**config.mk**
```make
export PLATFORM = sky130hd
export DESIGN_NAME = seg7_scan_to_bcd
export DESIGN_NICKNAME = d
export VERILOG_FILES = /design/src/rtl/seg7_scan_to_bcd.sv
export SDC_FILE = /design/constraint.sdc
export NUM_CORES = 1
export LEC_CHECK = 0
export ABC_AREA = 1
export BUFFER_PORTS_ARGS = -buffer_cell sky130_fd_sc_hd__buf_2
export CAP_MARGIN = 30
export CORE_MARGIN = 1.5
export CORE_UTILIZATION = 40
export DETAILED_ROUTE_END_ITERATION = 10
export PLACE_DENSITY = 0.56
export SKIP_LAST_GASP = 1
export SLEW_MARGIN = 0
export SYNTH_ARGS = -nofsm -noshare
export SYNTH_HDL_FRONTEND = slang
export SYNTH_SLANG_ARGS = --single-unit
export TNS_END_PERCENT = 10
```
**constraint.sdc**
```tcl
create_clock -name clk -period 1.8 [get_ports clk]
set_input_delay 0.09 -clock clk [delete_from_list [all_inputs] [get_ports clk]]
set_output_delay 0.09 -clock clk [all_outputs]
set_load 0.005 [all_outputs]
```
**src/rtl/seg7_scan_to_bcd.sv**
```systemverilog
// seg7_scan_to_bcd: decodes a multiplexed 7-segment bus back to packed BCD.
// Debounces each strobed digit, assembles full frames, flags bad digits.
module seg7_scan_to_bcd #(
  parameter int DIGITS = 4,
  parameter int STABLE = 3
) (
  input  logic                  clk,
  input  logic                  reset,
  input  logic [0:6]            seg,
  input  logic [DIGITS-1:0]     dig,
  output logic [4*DIGITS-1:0]   bcd,
  output logic                  valid,
  output logic                  err,
  output logic [DIGITS-1:0]     digit_bad
);

  localparam int CW = 4;
  localparam logic [CW-1:0] STB = CW'(STABLE);

  logic [0:6]          prev_seg;
  logic [DIGITS-1:0]   prev_dig;
  logic [CW-1:0]       cnt;
  logic [CW-1:0]       cnt_nxt;
  logic                one_hot;
  logic                same;
  logic                capture;
  logic [DIGITS-1:0]   cap_mask;

  logic [3:0]          dec_val;
  logic                dec_ok;

  logic [4*DIGITS-1:0] staging;
  logic [DIGITS-1:0]   seen;
  logic [DIGITS-1:0]   bad;
  logic [DIGITS-1:0]   seen_base;
  logic [DIGITS-1:0]   bad_base;
  logic [DIGITS-1:0]   seen_nxt;
  logic [DIGITS-1:0]   bad_nxt;
  logic                frame_done;

  assign one_hot    = $onehot(dig);
  assign same       = (seg == prev_seg) && (dig == prev_dig);
  assign frame_done = &seen;

  // Hold counter: run length of an identical one-hot sample, saturating.
  always_comb begin
    cnt_nxt = '0;
    if (one_hot) begin
      if (!same)
        cnt_nxt = CW'(1);
      else if (cnt == STB)
        cnt_nxt = cnt;
      else
        cnt_nxt = cnt + CW'(1);
    end
  end

  // A capture fires only on the edge the count first reaches STABLE.
  assign capture  = one_hot && (cnt_nxt == STB) && (cnt != STB);
  assign cap_mask = capture ? dig : '0;

  // Strict segment decode; anything outside the ten glyphs is invalid.
  always_comb begin
    dec_val = 4'd0;
    dec_ok  = 1'b1;
    case (seg)
      7'b1111110: dec_val = 4'd0;
      7'b0110000: dec_val = 4'd1;
      7'b1101101: dec_val = 4'd2;
      7'b1111001: dec_val = 4'd3;
      7'b0110011: dec_val = 4'd4;
      7'b1011011: dec_val = 4'd5;
      7'b1011111: dec_val = 4'd6;
      7'b1110000: dec_val = 4'd7;
      7'b1111111: dec_val = 4'd8;
      7'b1110011: dec_val = 4'd9;
      default: begin
        dec_val = 4'd0;
        dec_ok  = 1'b0;
      end
    endcase
  end

  // Frame masks: completion clears first, a same-edge capture lands after.
  always_comb begin
    seen_base = frame_done ? '0 : seen;
    bad_base  = frame_done ? '0 : bad;
    seen_nxt  = seen_base | cap_mask;
    bad_nxt   = (bad_base & ~cap_mask)
              | (dec_ok ? '0 : cap_mask);
  end

  // Sample register and debounce counter.
  always_ff @(posedge clk or posedge reset) begin
    if (reset) begin
      prev_seg <= '0;
      prev_dig <= '0;
      cnt      <= '0;
    end else begin
      prev_seg <= seg;
      prev_dig <= dig;
      cnt      <= cnt_nxt;
    end
  end

  // Staging digits: the captured digit slot takes the decoded value.
  always_ff @(posedge clk or posedge reset) begin
    if (reset) begin
      staging <= '0;
    end else begin
      for (int i = 0; i < DIGITS; i++) begin
        if (cap_mask[i])
          staging[4*i +: 4] <= dec_ok ? dec_val : 4'd0;
      end
    end
  end

  // Seen and bad masks for the frame under assembly.
  always_ff @(posedge clk or posedge reset) begin
    if (reset) begin
      seen <= '0;
      bad  <= '0;
    end else begin
      seen <= seen_nxt;
      bad  <= bad_nxt;
    end
  end

  // Frame result: publish a good frame or report the failing digits.
  always_ff @(posedge clk or posedge reset) begin
    if (reset) begin
      bcd       <= '0;
      valid     <= 1'b0;
      err       <= 1'b0;
      digit_bad <= '0;
    end else begin
      valid <= 1'b0;
      err   <= 1'b0;
      if (frame_done) begin
        if (bad == '0) begin
          bcd       <= staging;
          valid     <= 1'b1;
          digit_bad <= '0;
        end else begin
          err       <= 1'b1;
          digit_bad <= bad;
        end
      end
    end
  end

endmodule

```
# After elaboration in Yosys (flattened, before gate mapping)
# Index checks and enable logic that the tools add are counted.
[totals]
register_bits = 61
elab_cells = 59
out_inout_bits = 22
inputBits = 13
[classes]
n_bitwise = 4
n_reduce_logical = 7
eq_ne = 16
n_addsub = 4
mux = 15
[ops]
columns = ["operator", "n"]
rows = [
  ["$eq A7 B7 Y1 const B", 8],
  ["$mux W4", 9],
  ["$pmux W4 S9", 1],
  ["$eq A7 B6 Y1 const B", 2],
  ["$reduce_or A10 Y1", 1],
  ["$eq A4 B2 Y1 const B", 2],
  ["$or A4 B4 Y4", 2],
  ["$eq A7 B7 Y1", 1],
  ["$mux W1", 5],
  ["$reduce_and A5 Y1", 1],
  ["$add A1 B1 Y2", 2],
  ["$add A4 B1 Y4 const B", 1],
  ["$and A4 B4 Y4", 1],
  ["$eq A4 B4 Y1", 1],
  ["$logic_not A4 Y1", 1],
  ["$ne A4 B2 Y1 const B", 1],
  ["$not A4 Y4", 1],
  ["$reduce_and A4 Y1", 1],
  ["$add A2 B2 Y3", 1],
  ["$eq A3 B1 Y1 const B", 1],
  ["$logic_and A1 B1 Y1", 3],
]

# Logic depth before layout (Yosys ltp)
# Gate-level depths: netlist of the first run.
[logic_depth]
ltp_word = 11
ltp_mapped = 14
ltp_nobuf = 13

# Worst setup path after synthesis of the first run
# OpenSTA, ideal clock, no wires.
[synth_timing]
path_type = "input-to-reg"
start = "in dig[0]"
end = "reg staging[0]"
path_stages = 13
path_slack_ps = -566
setup_time_ps = 117
t_arrival_ps = 2249
path_buffers = 2
required_time_ps = 1683
cell_sequence = "buf_2 inv_1 fa_1 inv_1 ha_1 ha_1 nor2_1 nand2_1 a31oi_1 nand4_4 clkbuf_4 nand4_1 nand2_1"
[synth_between]
elab_chain_len = 8
word_cells_on_any_way = 11
cone_classes = "add/sub: 2; eq/ne: 3; mux: 3; reduce/logical: 3"
[synth_rtl]
columns = ["item", "line", "rtl"]
rows = [
  ["start: declaration", "10", "input logic [DIGITS-1:0] dig,"],
  ["$add A1 B1 Y2 (implied by the code) / $eq A4 B4 Y1 (equally long branches)", "41, 42", ""],
  ["$add A2 B2 Y3 (implied by the code) / $logic_and A1 B1 Y1 (equally long branches)", "41, 42", ""],
  ["$eq A3 B1 Y1 / $mux W4 (equally long branches)", "41, 49", ""],
  ["$mux W4", "48", "if (one_hot) begin"],
  ["$eq A4 B2 Y1", "59", "assign capture = one_hot && (cnt_nxt == STB) && (cnt != STB);"],
  ["$logic_and A1 B1 Y1 (2 in series)", "59", ""],
  ["$mux W4 (*)", "60", "assign cap_mask = capture ? dig : '0;"],
  ["end signal: indexed assignment", "113", "staging[4*i +: 4] <= dec_ok ? dec_val : 4'd0;"],
  ["end: declaration", "32", "logic [4*DIGITS-1:0] staging;"],
]
# Every way passes the cells marked *; elsewhere a longest branch is shown, timed or not.
# A chain may end at the register's enable or synchronous reset.

# Worst setup path in the final report of the first run
[layout_timing]
start = "in dig[0]"
end = "reg staging[13]"
[layout_between]
elab_chain_len = 8
word_cells_on_any_way = 11
cone_classes = "add/sub: 2; eq/ne: 3; mux: 3; reduce/logical: 3"
[layout_rtl]
columns = ["item", "line"]
rows = [
  ["$add A1 B1 Y2 (implied by the code) / $eq A4 B4 Y1 (equally long branches)", "41, 42"],
  ["$add A2 B2 Y3 (implied by the code) / $logic_and A1 B1 Y1 (equally long branches)", "41, 42"],
  ["$eq A3 B1 Y1 / $mux W4 (equally long branches)", "41, 49"],
  ["$mux W4", "48"],
  ["$eq A4 B2 Y1", "59"],
  ["$logic_and A1 B1 Y1 (*) (2 in series)", "59"],
  ["$mux W4 (*)", "60"],
]
# Marks and branches as above.

==> impl_metrics.yaml, run 1 <==
floorplanning:
  die_w_um: 88.2
  placementRows: 30
  initial_core_util_pct: 42.0
  io_pins: 35
  core_area_um2: 6910
  die-area_um2: 7780
  die_y_um: 88.2
clock_tree:
  cts_tree: "done"
  path_clk_slew_ps: 70
  cts_inserted_buffers: 9
  htreeDepth: 3
  numClockSinks: 61
  ctsRootBufferMaster: "clkbuf_8"
  clk_latency_ps: 350
  clock_path_buffers: 2
critical_path:
  required_ps: 2040
  endpoint_kind: "register"
  start_kind: "input pin"
  rr_endpoint: "staging[13]"
  crit_end: "staging[13]"
  timing.rr.start: "cnt[0]"
  critical_path.max_fanout: 6
  reg2reg_depth: 10
  reg2reg_setup_slack_ps: -10
  crit_type: "input pin to register"
  arrival_ps: 2130
  cp-startpoint: "dig[0]"
synth:
  yosysWarnings: 0
  muxShareOfSynthArea_pct: 0
  syn-instance-count: 336
  synth_compound_area_share_pct: 2.20
  synth_top_area_share_pct: 52.6
  synth_seq_cells: 61
  synthesis.area_um2: 2900
  synth_xor_area_share_pct: 2.41
  synthAdderAreaFrac_pct: 1.98
  synth_top_area_cell: "dfrtp_1"
  synth_cell_type_count: 32
  synth_top_family_by_area: "simple AND/OR/NAND/NOR gates"
  yosysMostFrequentCell: "nand2_1"
  synth_common_cells: "nand2_1, dfrtp_1, inv_1"
  synthArstFlopShare_pct: 100
  avgSynthCellArea_um2: 8.64
  synth_nets: 353
  yosys_most_used_dff: "dfrtp_1"
  ys_seq_area_share_pct: 52.6
  post_synth_main_area_contributors: "dfrtp_1, nand2_1, nand4_1"
  synthSimpleGateAreaFrac_pct: 32.4
  synth-edff-count: 0
timing:
  rsz0062_at_grt: "true"
  slew_headroom_pct: 66.4
  max_freq_ghz: 0.529
  hold_violations: 0
  tightest_slew_ps: 504
  period_needed_ps: 1890
  setup_ws_ps: -88.9
  fin_crit_sh_pct: 105
  setup_viol: 24
  slew_viol_final: 0
  finClkSkew_ps: 10.1
cells_and_area:
  n_antenna_cell: 0
  num-nets-final: 418
  syn_to_final_growth_pct: 30.0
  drive_gt1_share_pct: 25.9
  final_cell_area_um2: 3780
pwr:
  power_per_cell_area_nw_per_um2: 797
  power_mw: 3.01
  p_leak_nw: 2.09
  vdd_drop_max_uv: 372
global_route:
  antenna_found_initial: 0
  first_global_vias: 2259
  track_usage_pct: 16.9
  grt_remaining_overflow: 0
  grt_max_degree: 39
  grt_pass1_wl_um: 10000
outcome:
  status: "finished, violations left"
  failed_checks: "setup timing"
placed_design:
  place.gp.congestion: 0.798
  place_area_um2: 3270
  io_buffers: 34
  dpl.hpwl_um: 3950
routing:
  via_per_inst: 4.58
  detail-route-antenna-nets: 0
  drtIter0Drc: 126
  wl_per_cell_um: 11.5
  dr.pass1.iters: 4
  drc_errors: 0
  wl_um: 5760
  dr_total_vias: 2301
min_path:
  hold_class: "input pin to register"
flow_run:
  cap_violations: 0
## routing by layer
layer / routed length, um / track usage [%]
met5: 0 / 0
met4: 57 / 6.39
met3: 226 / 4.34
met2: 2740 / 27.6
met1: 2740 / 21.6
## critical path, stage by stage
cell and delay (ps):
buf_8 80, inv_4 30, fa_1 530, inv_1 50
ha_2 170, ha_4 220, nor2_4 90, nand2_4 70
a21oi_4 140, nand3_4 120, nor2_8 160, buf_12 140
nand3_4 110, nand2_2 90, nand2_1 40
## area by class of cell
type | count | area, um^2
Clock buffer | 9 | 124
Timing Repair Buffer | 65 | 526
Tap cell | 96 | 120
Multi-Input combinational cell | 226 | 1240
Sequential cell | 61 | 1530
Inverter | 38 | 145
Fill cell | 672 | 3130
Clock inverter | 7 | 98.8
## power breakdown
| part | switching, mW | internal, mW |
|---|---|---|
| logic | 0.153 | 0.102 |
| clock network | 0.576 | 0.786 |
| registers | 0.00785 | 1.39 |
## kinds of logic (layout without fill, tap and decap cells)
logic type | after synthesis | count (layout)
compound gates | 12 | 12
xor+xnor | 8 | 8
flops | 61 | 61
buf+inv | 49 | 119
simple gates | 202 | 202
fa+ha+maj | 4 | 4
## placed cells by master, fill, tap and decap left out, types with 2 or more instances in the layout
master / n
a21oi_1: 4
inv_1: 31
inv_2: 6
nor2_1: 27
buf_12: 5
buf_2: 32
nand2_1: 124
xnor2_1: 6
nand2_2: 7
nand4_1: 22
nand3_4: 5
buf_4: 16
nand3_1: 6
clkinv_4: 2
dfrtp_1: 61
nor2_4: 3
bufinv_16: 2
dlygate4sd3_1: 8
buf_6: 2
clkbuf_8: 9
o21ai_1: 4
## repair_timing
item                                   CTS  global route
hold buffers                             8             0
resized for setup                       13            10
buffers inserted                         6             1
setup endpoints to repair               24            24
endpoints found under the hold margin   30             0
cloned                                   1             0
pin swaps                                5             1
## how the worst min path moves through the flow
stage                 from     endpoint  slack [ps]  cells past startpoint
detailed placement   reset        valid         160                      2
CTS                 dig[1]  prev_dig[1]          20                      2
global placement     reset        valid         160                      2
finish              dig[1]  prev_dig[1]          30                      2
global route        dig[1]  prev_dig[1]          30                      2
floorplan           dig[0]  prev_dig[0]         120                      0
## flip-flops by register name, indices dropped and copies added, names as in the netlist
name       flops
staging       16
valid          1
prev_seg       7
digit_bad      4
bcd           16
bad            4
prev_dig       4
err            1
cnt            4
seen           4
## metrics by stage
step,hold WS (ps),TNS [ps],setup WS [ps],utilization [%],cells
after global placement,156,-12000,-516,47.3,470
after CTS,18.1,-1900,-116,54.0,501
after global routing,29.7,-3350,-163,54.7,502
after detailed placement,155,-13330,-568,47.3,470
after floorplan,121,-7470,-320,-,336
final,32.1,-1510,-88.9,54.7,502
Note: power is estimated with default switching activity, not from simulation.
==> inputs of run 2 (changes only) <==
--- a/config.mk
+++ b/config.mk
@@ -12,6 +12,7 @@
 export CORE_UTILIZATION = 40
 export DETAILED_ROUTE_END_ITERATION = 10
 export PLACE_DENSITY = 0.56
+export REMOVE_ABC_BUFFERS = 1
 export SKIP_LAST_GASP = 1
 export SLEW_MARGIN = 0
 export SYNTH_ARGS = -nofsm -noshare
==> run 2 against run 1 <==
The flow still finishes with violations (setup timing). Die area stayed put. Register-to-register slack hardly changed. Clock power hardly changed. Combinational power is 6% higher. Total power is 0.35% higher. Final area stayed put. Global-route usage is 0.38 points higher. First-iteration DRC count is 3.2% higher. Count of clock-buffer cells in the layout stayed put. Largest cell class unchanged.
==> impl_metrics.yaml, run 2 (synthesis results as in run 1) <==
critical_path:
  cp_num_buf_inv: 4
  start_kind: "input pin"
  path_cells: "buf_6 > inv_2 > fa_1 > inv_1 > ha_2 > ha_4 > nor2_4 > nand2_4 > a31oi_4 > nand4_4 > bufbuf_16 > nand4_1 > nand2_1"
  cp_slowest_cell: "fa_1"
  required_ps: 2020
  critical_path.max_fanout: 6
  arrival_ps: 2140
  crit_type: "input pin to register"
  endpoint_kind: "register"
  cp_top_family: "adder cells"
  slowest_delay_ps: 520
  reg2reg_setup_slack_ps: 0
floorplanning:
  placementRows: 30
  core_area_um2: 6910
  die-area_um2: 7780
  die_w_um: 88.2
  io_pins: 35
  initial_core_util_pct: 42.0
  die_y_um: 88.2
clock_tree:
  clk_latency_ps: 340
  numClockSinks: 61
  clock_path_buffers: 2
  path_clk_slew_ps: 70
  htreeDepth: 3
  cts_tree: "done"
  cts_inserted_buffers: 9
  ctsRootBufferMaster: "clkbuf_8"
routing:
  detail-route-antenna-nets: 0
  drtIter0Drc: 130
  drc_errors: 0
  dr.pass1.iters: 4
  via_per_inst: 4.60
  dr_total_vias: 2311
  wl_um: 6010
  wl_per_cell_um: 12.0
timing:
  setup_viol: 25
  hold_violations: 0
  tightest_slew_ps: 474
  period_needed_ps: 1910
  fin_crit_sh_pct: 106
  finClkSkew_ps: 12.0
  slew_headroom_pct: 68.1
  rsz0062_at_grt: "true"
  max_freq_ghz: 0.522
  slew_viol_final: 0
  tns_ps: -2070
  setup_ws_ps: -114
placed_design:
  io_buffers: 34
  place_ws_ps: -670
  place.gp.congestion: 0.823
  dpl.hpwl_um: 4090
global_route:
  antenna_found_initial: 0
  first_global_vias: 2239
  track_usage_pct: 17.3
  grt_pass1_wl_um: 10200
  grt_max_degree: 43
  grt_remaining_overflow: 0
flow_run:
  cap_violations: 0
cells_and_area:
  final_common_cell: "nand2_1"
  seq_area_um2: 1530
  multi_input_area_um2: 1220
  n_antenna_cell: 0
  num-nets-final: 418
  fillers: 689
  drive_gt1_share_pct: 24.1
  fin_util_pct: 54.7
  reg.largest.list: "bcd: 16 flops, staging: 16 flops, prev_seg: 7 flops"
  syn_to_final_growth_pct: 30.0
  final_cell_mix: "nand2_1, dfrtp_1, inv_1, buf_2, nor2_1"
pwr:
  power_mw: 3.02
  p_leak_nw: 2.11
  power_per_cell_area_nw_per_um2: 800
  vdd_drop_max_uv: 419
outcome:
  failed_checks: "setup timing"
  status: "finished, violations left"
min_path:
  hold_class: "input pin to register"
run 2: worst register-to-register path: stages, from the launching register on:
cell     delay (ps)
dfrtp_1         370
ha_2            250
nand3_1         130
xor2_1          230
nand3_2         160
nor2_8          160
buf_12          130
nand3_4         110
nand2_1          90
nand2_1          50
run 2: worst paths after layout:
check,from,to,depth (start not counted)
worst max-delay path,dig[0],staging[12],13
max in group asynchronous,reset,prev_seg[4],4
worst max register to register,cnt[1],bad[0],9
min in group asynchronous,reset,bcd[6],3
worst min register to register,staging[0],staging[0],2
worst min-delay path,dig[3],prev_dig[3],2
run 2: routing by layer:
layer	global-route usage, %	vias to the layer above	wire length, um
li1	-	1193	-
met3	3.86	8	174
met5	0	-	0
met2	28.1	31	2820
met1	22.1	1079	2950
met4	7.53	0	66
run 2: final cells by class:
cell class / instances / area share (%)
clock inverters: 7 / 2.62
clock buffers: 9 / 3.28
flip-flops and latches: 61 / 40.4
repair buffers: 65 / 14.2
well taps: 96 / 3.18
multi-input cells: 226 / 32.4
inverters: 38 / 3.84
run 2: what timing repair did:
item                                   in CTS  in global routing
endpoints found under the hold margin      26                  0
cloned                                      2                  0
buffers inserted                            5                  2
hold buffers                                8                  0
setup endpoints to repair                  24                 24
pin swaps                                   7                  3
gates resized for setup                    20                  5
run 2: power by group:
part | switching [mW] | internal [mW]
Clock | 0.572 | 0.786
Sequential | 0.00814 | 1.39
Combinational | 0.157 | 0.111
Total | 0.738 | 2.28
run 2: metrics by stage:
stage | std cells | instance area (um^2) | hold WS, ps
2_1_floorplan | 325 | 2800 | 121
3_3_place_gp | 469 | 3220 | 122
3_5_place_dp | 469 | 3220 | 121
4_1_cts | 500 | 3730 | 18.6
5_1_grt | 502 | 3780 | 35.1
6_report | 502 | 3780 | 42.7
